### src/rtl/cvw_pkg.sv
// Shared stream widths, beat payload and arbiter state encoding for the
// Ethernet TX arbitration slice.
package cvw_pkg;

  localparam int DATA_W = 32;
  localparam int KEEP_W = 4;
  localparam int BEAT_W = DATA_W + KEEP_W + 1;

  typedef enum logic {
    IDLE = 1'b0,
    BUSY = 1'b1
  } arb_state_e;

  typedef struct packed {
    logic              last;
    logic [KEEP_W-1:0] keep;
    logic [DATA_W-1:0] data;
  } beat_t;

endpackage

### src/rtl/axis_skid.sv
// Two-entry AXI-stream skid buffer: in_ready is a pure register output, so the
// upstream handshake never sees out_ready combinationally.
module axis_skid
  import cvw_pkg::*;
(
  input  logic  clk,
  input  logic  reset,
  input  beat_t in_beat,
  input  logic  in_valid,
  output logic  in_ready,
  output beat_t out_beat,
  output logic  out_valid,
  input  logic  out_ready
);

  beat_t skid_beat;
  logic  skid_valid;
  logic  in_fire;
  logic  out_load;

  assign in_ready = ~skid_valid;
  assign in_fire  = in_valid & ~skid_valid;
  assign out_load = ~out_valid | out_ready;

  // NOTE: state is updated with non-blocking assignments so every flop samples
  // pre-edge values; blocking here would create order-dependent races.
  always_ff @(posedge clk or posedge reset) begin
    if (reset) begin
      out_valid  <= 1'b0;
      skid_valid <= 1'b0;
    end else if (out_load) begin
      if (skid_valid) begin
        out_valid  <= 1'b1;
        skid_valid <= 1'b0;
      end else begin
        out_valid <= in_fire;
      end
    end else if (in_fire) begin
      skid_valid <= 1'b1;
    end
  end

  // NOTE: payload registers are deliberately not reset; the valid flags alone
  // define emptiness, and leaving wide datapath regs unreset saves reset fanout.
  always_ff @(posedge clk) begin
    if (out_load) begin
      if (skid_valid) begin
        out_beat <= skid_beat;
      end else if (in_fire) begin
        out_beat <= in_beat;
      end
    end else if (in_fire) begin
      skid_beat <= in_beat;
    end
  end

endmodule

### src/rtl/eth_tx_arb.sv
// Frame-granular round-robin arbiter merging NUM_REQ AXI-stream sources onto
// one MAC TX stream, with starvation detection and per-source frame counters.
module eth_tx_arb
  import cvw_pkg::*;
#(
  parameter int NUM_REQ     = 2,
  parameter int STALL_LIMIT = 1024
) (
  input  logic                      clk,
  input  logic                      reset,
  input  logic                      ArbEnable,
  input  logic [NUM_REQ*DATA_W-1:0] s_tdata,
  input  logic [NUM_REQ*KEEP_W-1:0] s_tkeep,
  input  logic [NUM_REQ-1:0]        s_tvalid,
  input  logic [NUM_REQ-1:0]        s_tlast,
  output logic [NUM_REQ-1:0]        s_tready,
  output logic [DATA_W-1:0]         m_tdata,
  output logic [KEEP_W-1:0]         m_tkeep,
  output logic                      m_tvalid,
  output logic                      m_tlast,
  input  logic                      m_tready,
  output logic [1:0]                Grant,
  output logic                      Busy,
  output logic                      StallErr,
  output logic [NUM_REQ*16-1:0]     FrameCount
);

  localparam int CNT_W = $clog2(STALL_LIMIT + 1);

  arb_state_e                 state;
  logic [1:0]                 grant;
  logic [1:0]                 next_grant;
  logic                       found;
  logic [CNT_W-1:0]           stall_cnt;
  logic                       stall_err;
  logic [NUM_REQ-1:0][15:0]   frame_cnt;
  beat_t                      sel_beat;
  beat_t                      out_beat;
  logic                       sel_valid;
  logic                       skid_ready;
  logic                       accept;

  // NOTE: every combinational output gets a default before the loop so no
  // path leaves it unassigned, which would otherwise infer a latch.
  always_comb begin
    sel_beat  = '0;
    sel_valid = 1'b0;
    for (int i = 0; i < NUM_REQ; i++) begin
      if (grant == 2'(i)) begin
        sel_valid     = s_tvalid[i];
        sel_beat.data = s_tdata[i*DATA_W +: DATA_W];
        sel_beat.keep = s_tkeep[i*KEEP_W +: KEEP_W];
        sel_beat.last = s_tlast[i];
      end
    end
  end

  always_comb begin
    for (int i = 0; i < NUM_REQ; i++) begin
      s_tready[i] = (state == BUSY) && (grant == 2'(i)) && skid_ready;
    end
  end

  assign accept = (state == BUSY) & sel_valid & skid_ready;

  // Search begins one past the previous owner so each source gets a turn.
  always_comb begin
    next_grant = grant;
    found      = 1'b0;
    for (int k = 1; k <= NUM_REQ; k++) begin
      for (int j = 0; j < NUM_REQ; j++) begin
        if (!found && s_tvalid[j] && (((int'(grant) + k) % NUM_REQ) == j)) begin
          found      = 1'b1;
          next_grant = 2'(j);
        end
      end
    end
  end

  always_ff @(posedge clk or posedge reset) begin
    if (reset) begin
      state     <= IDLE;
      grant     <= 2'(NUM_REQ - 1);
      stall_cnt <= '0;
      stall_err <= 1'b0;
      frame_cnt <= '0;
    end else begin
      case (state)
        IDLE: begin
          stall_cnt <= '0;
          if (ArbEnable && (|s_tvalid)) begin
            grant <= next_grant;
            state <= BUSY;
          end
        end
        BUSY: begin
          if (accept) begin
            stall_cnt <= '0;
            if (sel_beat.last) begin
              state <= IDLE;
              for (int i = 0; i < NUM_REQ; i++) begin
                if (grant == 2'(i)) frame_cnt[i] <= frame_cnt[i] + 16'd1;
              end
            end
          end else if (!sel_valid && (stall_cnt != CNT_W'(STALL_LIMIT))) begin
            // Starvation is flagged but never aborts the frame.
            stall_cnt <= stall_cnt + 1'b1;
            if (stall_cnt == CNT_W'(STALL_LIMIT - 1)) stall_err <= 1'b1;
          end
        end
        default: state <= IDLE;
      endcase
    end
  end

  axis_skid u_skid (
    .clk      (clk),
    .reset    (reset),
    .in_beat  (sel_beat),
    .in_valid (accept),
    .in_ready (skid_ready),
    .out_beat (out_beat),
    .out_valid(m_tvalid),
    .out_ready(m_tready)
  );

  assign m_tdata    = out_beat.data;
  assign m_tkeep    = out_beat.keep;
  assign m_tlast    = out_beat.last;
  assign Grant      = grant;
  assign Busy       = (state == BUSY);
  assign StallErr   = stall_err;
  assign FrameCount = frame_cnt;

endmodule

### config.mk
export PLATFORM = sky130hd
export DESIGN_NAME = eth_tx_arb
export DESIGN_NICKNAME = d
export VERILOG_FILES = /design/src/rtl/cvw_pkg.sv /design/src/rtl/axis_skid.sv /design/src/rtl/eth_tx_arb.sv
export SDC_FILE = /design/constraint.sdc
export NUM_CORES = 1
export LEC_CHECK = 0
export ABC_AREA = 0
export CORE_ASPECT_RATIO = 0.5
export CORE_UTILIZATION = 52
export DETAILED_ROUTE_END_ITERATION = 8
export PLACE_DENSITY = 0.95
export SETUP_SLACK_MARGIN = 0.1
export SKIP_CTS_REPAIR_TIMING = 1
export SYNTH_ARGS = -nofsm -noshare
export SYNTH_HDL_FRONTEND = slang
export SYNTH_HIERARCHICAL = 1
export SYNTH_SLANG_ARGS = --single-unit
### constraint.sdc
create_clock -name clk -period 7.6 [get_ports clk]
set_clock_uncertainty 0.05 [all_clocks]
set_input_delay 1.14 -clock clk [delete_from_list [all_inputs] [get_ports clk]]
set_output_delay 1.14 -clock clk [all_outputs]
set_load 0.1 [all_outputs]
==> results of run 1 <==
[worst paths after layout]
path                                      start                            end  slack (ns)
hold / removal             StallErr$_DFFE_PP0P_           StallErr$_DFFE_PP0P_        0.43
setup reg to reg           Grant[0]$_DFFE_PP1P_  u_skid/out_beat[14]$_DFFE_PP_        4.26
min in group asynchronous                 reset  u_skid/skid_valid$_DFFE_PP0P_        0.91
hold reg to reg            StallErr$_DFFE_PP0P_           StallErr$_DFFE_PP0P_        0.43
setup / recovery           Grant[0]$_DFFE_PP1P_                    s_tready[1]        3.30
max in group asynchronous                 reset      FrameCount[5]$_DFFE_PP0P_        5.63
[synth_stat cells (2+ instances only)]
master and number:
buf_1 3, nand2b_1 2, buf_6 4, ha_1 4, xnor2_1 12, clkbuf_1 2, edfxtp_1 74, and3_1 4
and2_1 3, nor2b_1 2, nand4_1 9, nand4b_1 2, mux2_2 77, nor3b_1 2, a21oi_1 3, dfrtp_1 47
and4_1 5, nor3_1 8, nand3_1 13, nor2_1 20, nand2_1 13, buf_2 2, nor4_1 8, xor2_1 26
o21ai_0 2, inv_1 12
[registers in the layout, summed over array words and instances, names as in the netlist]
name               flops
u_skid/out_beat       37
FrameCount            32
u_skid/out_valid       1
StallErr               1
Grant                  1
stall_cnt             11
u_skid/skid_beat      37
Busy                   1
u_skid/skid_valid      1
[cells by family after synthesis]
kind of cell               count (synthesis)
and+or+nand+nor                          100
other                                      1
AOI/OAI and AO/OA                          9
adders and majority gates                  4
buffers and inverters                     24
DFF                                      122
xor gates and xnor gates                  38
muxes                                     79
[final cells by class]
cell class / count / area, sq um
clock inverter: 14 / 171
clock buffer: 17 / 425
tap: 140 / 175
multi-input combinational: 231 / 1930
timing repair buffer: 155 / 1550
fill: 629 / 2490
inverter: 12 / 45.0
sequential: 122 / 3430
[per-stage QoR]
stage | power (uW) | util | setup WS (ns) | area (sq um) | instances
2_1_floorplan | 2240 | - | 2.88 | 5470 | 377
3_3_place_gp | 2580 | 0.697 | 3.77 | 7120 | 660
3_5_place_dp | 2610 | 0.697 | 3.71 | 7120 | 660
4_1_cts | 3450 | 0.756 | 3.26 | 7720 | 691
5_1_grt | 3540 | 0.756 | 3.17 | 7720 | 691
6_report | 3440 | 0.756 | 3.30 | 7720 | 691
[critical path, stage by stage (launching register included)]
cell and delay, ns:
dfstp_2 1.22, and3_2 0.34, clkdlybuf4s50_1 1.13
[power groups by stage]
| stage | Clock (uW) | Sequential (uW) | Combinational, uW |
|---|---|---|---|
| detailed placement | 0 | 1080 | 1530 |
| finish | 822 | 1070 | 1550 |
| global placement | 0 | 1070 | 1510 |
| CTS | 830 | 1070 | 1550 |
| floorplan | 0 | 1800 | 440 |
| global route | 859 | 1090 | 1590 |
[layout by cell type, fill, tap and decap left out, types with 2 or more instances in the layout]
master	netlist	final
inv_6	0	3
bufinv_16	0	3
clkdlybuf4s50_1	0	154
nand2_1	13	13
clkinvlp_4	0	4
o21ai_0	2	2
nand4b_1	2	2
edfxtp_1	74	74
nand4_1	9	9
clkinv_1	0	2
nand3_1	13	13
clkbuf_16	0	17
xor2_1	26	26
nor3_1	8	8
nor4_1	8	8
clkinv_4	0	2
nor2_1	20	20
mux2_2	77	77
nand2b_1	2	2
and3_1	4	4
inv_1	12	11
and4_1	5	5
a21oi_1	3	3
and2_1	3	3
xnor2_1	12	12
ha_1	4	4
dfrtp_1	47	46
[routing by layer]
layer,up-vias,global-route usage
li1,1721,-
met1,1895,0.272
met2,165,0.445
met3,47,0.0718
met4,0,0.144
met5,-,0
==> metrics, run 1 <==
outcome=completed; Tot GR Track Use=0.248; Pint=~1900 uW; Top Ports=roughly 160; antenna cells=0; Yosys top cell area share=0.406; Switch Pwr=about 1600 uW; share of synthesized registers carrying an async set or reset=0.393; Combinational Power Share=0.450; Overflow after GRT=0; Worst-Margin Slew=approximately 1.3 ns; ANT nets after route=0; CORE AREA=~10000 sq um; synth top area cells=edfxtp_1, dfrtp_1, mux2_2, xor2_1, xnor2_1; post-synth top area cell=edfxtp_1; Seq/Total Area, Yosys=0.626; largest net degree at the start of global routing=47; Top FF cell, synth=edfxtp_1; site row count=26; share of cells above drive strength 1=0.216; PwrDens=roughly 450 nW/um^2; Adder-Cell Fraction of Synth Area=0.00915; EDFF count, synth=74; Setup crit start kind=register; routed len/inst=roughly 19 um; simple-gate area share of the yosys netlist=0.106; worst hold path class=reg2reg; Synth Area in Compound Gates=0.0110; mux contribution to synthesized area=0.163; Yosys reg bits=122; met1 wire length=5080 um; clock buffer depth=2; first-pass GRT wire length=roughly 20000 um; final critical-path required period=between 4 and 5 ns; required time worst endpoint=about 6.4 ns; Syn Area/Cell=around 15 sq um; FF-to-FF path depth=4; routability cong.=slightly below 0.8; met2 WL post-DR=around 6900 um; area grow syn2layout=41.2%; CP Class=reg2out; total length of routed met3 wires=a little under 900 um; Starting Density=0.535; final hold vios=0; Max Cap Violations=0; clock buffer count from CTS=17; hpwl dp=slightly above 8000 um; Post-Synthesis Cell Area=between 5000 and 6000 sq um; Critical Path Fanout Max=46; Clk Tree Root Cell=clkbuf_16; Ys Warns=6; CTS tree=built; Yosys cell types=44; top routing layer in use=met4; Fin Setup TNS=0 ns; worst vdd ir=~270 uV; PortBufs=154; FMAX=~230 MHz; DIE AREA=approximately 11000 sq um; Slew Viols, Final=0; vias per cell=5.54; Cells after Synth=about 380; CP arrival=a little over 3 ns; drt total wl=between 10000 and 15000 um; final setup violation count=0; via count=between 3000 and 4000; switching share of power=0.456; initial antenna violation count=0; worst-skew pair later-pin latency=between 0.4 and 0.5 ns; clock power share=0.239; xor/xnor share of the synthesized area=0.0609; Post-Syn Nets=~460; largest family of logic cells by synthesized area=multiplexers; DRT Pass-1 Iters=5; crit share post-route=0.565; H-tree levels=4; Chip Height=74.5 um; Hold WS=approximately 0.43 ns; Sequential Power Share=0.311; Clock transition at path regs=approximately 0.05 ns; Leakage=around 0.0030 uW; RSZ-0062 raised after global routing=false; number of global-route vias before repair=roughly 3900; slew margin rel.=0.111; First DRT Iteration DRCs=between 200 and 250; Die W=about 150 um; Clock Sinks=122; CP endpoint kind=output port; Layout Nets=623; DRC viols=0; worst hold path depth=1
Power figures use the tool's default switching activity.
==> run 2: changes to the inputs <==
CORE_UTILIZATION = 48   (was 52)
PLACE_DENSITY = 0.91   (was 0.95)
clock period = 4.4 ns   (was 7.6 ns; I/O delays follow)
==> metrics, run 2 (synthesis results as in run 1) <==
outcome=completed (unchanged); Worst Setup SP=u_skid/skid_valid$_DFFE_PP0P_ (was Grant[0]$_DFFE_PP1P_); final hold vios=0 (unchanged); initial antenna violation count=0 (unchanged); final setup violation count=0 (unchanged); DIE AREA=11800 sq um (was 11000 sq um); Post-DP Area=7150 sq um (was 7120 sq um); Hold WS=0.417 ns (was 0.431 ns); site row count=27 (was 26); crit share post-route=0.821; DRT Pass-1 Iters=4 (was 5); CORE AREA=11000 sq um (was 10200 sq um); Leakage=0.00298 uW (about the same); largest net degree at the start of global routing=47 (unchanged); CP arrival=2.90 ns (was 3.11 ns); most common cell after layout, fill and taps aside=clkdlybuf4s50_1 (unchanged); clock buffer depth=2 (unchanged); First DRT Iteration DRCs=240 (was 212); worst-skew pair later-pin latency=0.40 ns (was 0.42 ns); Clock Sinks=122 (unchanged); PwrDens=749 nW/um^2 (was 445 nW/um^2); drt total wl=11400 um (was 13300 um); cells along the critical path=inv_1 -> nand2_1 -> nor2_1 -> clkdlybuf4s50_1 (was and3_2 -> clkdlybuf4s50_1); Clk Tree Root Cell=clkbuf_16 (unchanged); share of cells above drive strength 1=0.215 (was 0.216); antenna cells=0 (unchanged); routability cong.=0.834 (was 0.778); fin util=0.696 (was 0.756); Finished Cell Area=7690 sq um (was 7720 sq um); Top Ports=156 (unchanged); routed len/inst=16.3 um (was 19.3 um); Max Cap Violations=0 (unchanged); Fin Setup TNS=0 ns (unchanged); H-tree levels=4 (unchanged); required time worst endpoint=3.69 ns (was 6.41 ns); crit path to=s_tready[0] (was s_tready[1]); number of global-route vias before repair=3795 (was 3878); clock buffer count from CTS=17 (unchanged); Tot GR Track Use=0.210 (was 0.248); FF-to-FF path depth=5 (was 4); Worst-Margin Slew=1.25 ns (was 1.32 ns); r2r endpoint=u_skid/out_beat[10]$_DFFE_PP_ (was u_skid/out_beat[14]$_DFFE_PP_); slew margin rel.=0.155 (was 0.111); first-pass GRT wire length=19100 um (was 20100 um); CTS tree=built (unchanged); Crit-path slowest cell=clkdlybuf4s50_1 (was dfstp_2); RSZ-0062 raised after global routing=false (unchanged); Die W=153 um (was 147 um); crit-path max cell delay=1.00 ns (was 1.22 ns); Chip Height=77.5 um (was 74.5 um); DRC viols=0 (unchanged); Slew Viols, Final=0 (unchanged); worst vdd ir=501 uV (was 266 uV); FMAX=277 MHz; ANT nets after route=0 (unchanged); Critical Path Fanout Max=40 (was 46); R2R Setup Slk=1.45 ns (was 4.26 ns); Layout Nets=626 (was 623); commonest non-fill, non-tap cells in the layout=clkdlybuf4s50_1, mux2_2, edfxtp_1 (unchanged); Starting Density=0.495 (was 0.535); final critical-path required period=between 3 and 4 ns; CP Class=reg2out (unchanged); via count=3632 (was 3828); CP endpoint kind=output port (unchanged); reg-to-reg startpoint=u_skid/skid_valid$_DFFE_PP0P_ (was Grant[0]$_DFFE_PP1P_); vias per cell=5.20 (was 5.54); hpwl dp=7930 um (was 8200 um); worst hold path class=reg2reg (unchanged); PortBufs=154 (unchanged); Overflow after GRT=0 (unchanged); Setup crit start kind=register (unchanged); Clock transition at path regs=0.05 ns (about the same); area grow syn2layout=40.7% (was 41.2%)
## run 2: how the worst min path moves through the flow
stage | cells past startpoint | start | end
global route | 2 | reset | u_skid/out_valid$_DFFE_PP0P_
CTS | 1 | StallErr$_DFFE_PP0P_ | StallErr$_DFFE_PP0P_
floorplan | 1 | reset | u_skid/out_valid$_DFFE_PP0P_
global placement | 1 | StallErr$_DFFE_PP0P_ | StallErr$_DFFE_PP0P_
finish | 1 | StallErr$_DFFE_PP0P_ | StallErr$_DFFE_PP0P_
detailed placement | 1 | StallErr$_DFFE_PP0P_ | StallErr$_DFFE_PP0P_
## run 2: critical path: cells and delay by family, from the launching register on
family | cells | cell delay, ns
AND/OR/NAND/NOR | 2 | 0.23
buffers and inverters | 2 | 1.30
flip-flops | 1 | 0.96
## run 2: per-stage QoR
step	cells	total power (uW)	setup WS [ns]
3_5_place_dp	668	4510	1.23
6_report	698	5760	0.788
2_1_floorplan	377	3880	0.763
5_1_grt	698	5980	0.664
3_3_place_gp	668	4470	1.31
4_1_cts	698	5810	0.780
## run 2: power breakdown
part           switching [uW]  internal (uW)  total, uW
Combinational            1940            740       2680
Sequential                209           1610       1810
Clock                     455            815       1270
## run 2: per-layer routing
| layer | up-vias | track usage | share of wire |
|---|---|---|---|
| met5 | - | 0 | 0 |
| met4 | 0 | 0.101 | 0.028 |
| met3 | 26 | 0.0475 | 0.040 |
| met2 | 124 | 0.352 | 0.49 |
| met1 | 1770 | 0.260 | 0.44 |
| li1 | 1712 | - | - |
## run 2: final cells by class
type,count,area (sq um)
Inverter,12,45.0
Fill cell,758,3350
Sequential cell,122,3430
Tap cell,145,181
Multi-Input combinational cell,231,1940
Timing Repair Buffer,158,1570
Clock inverter,11,106
Clock buffer,19,433
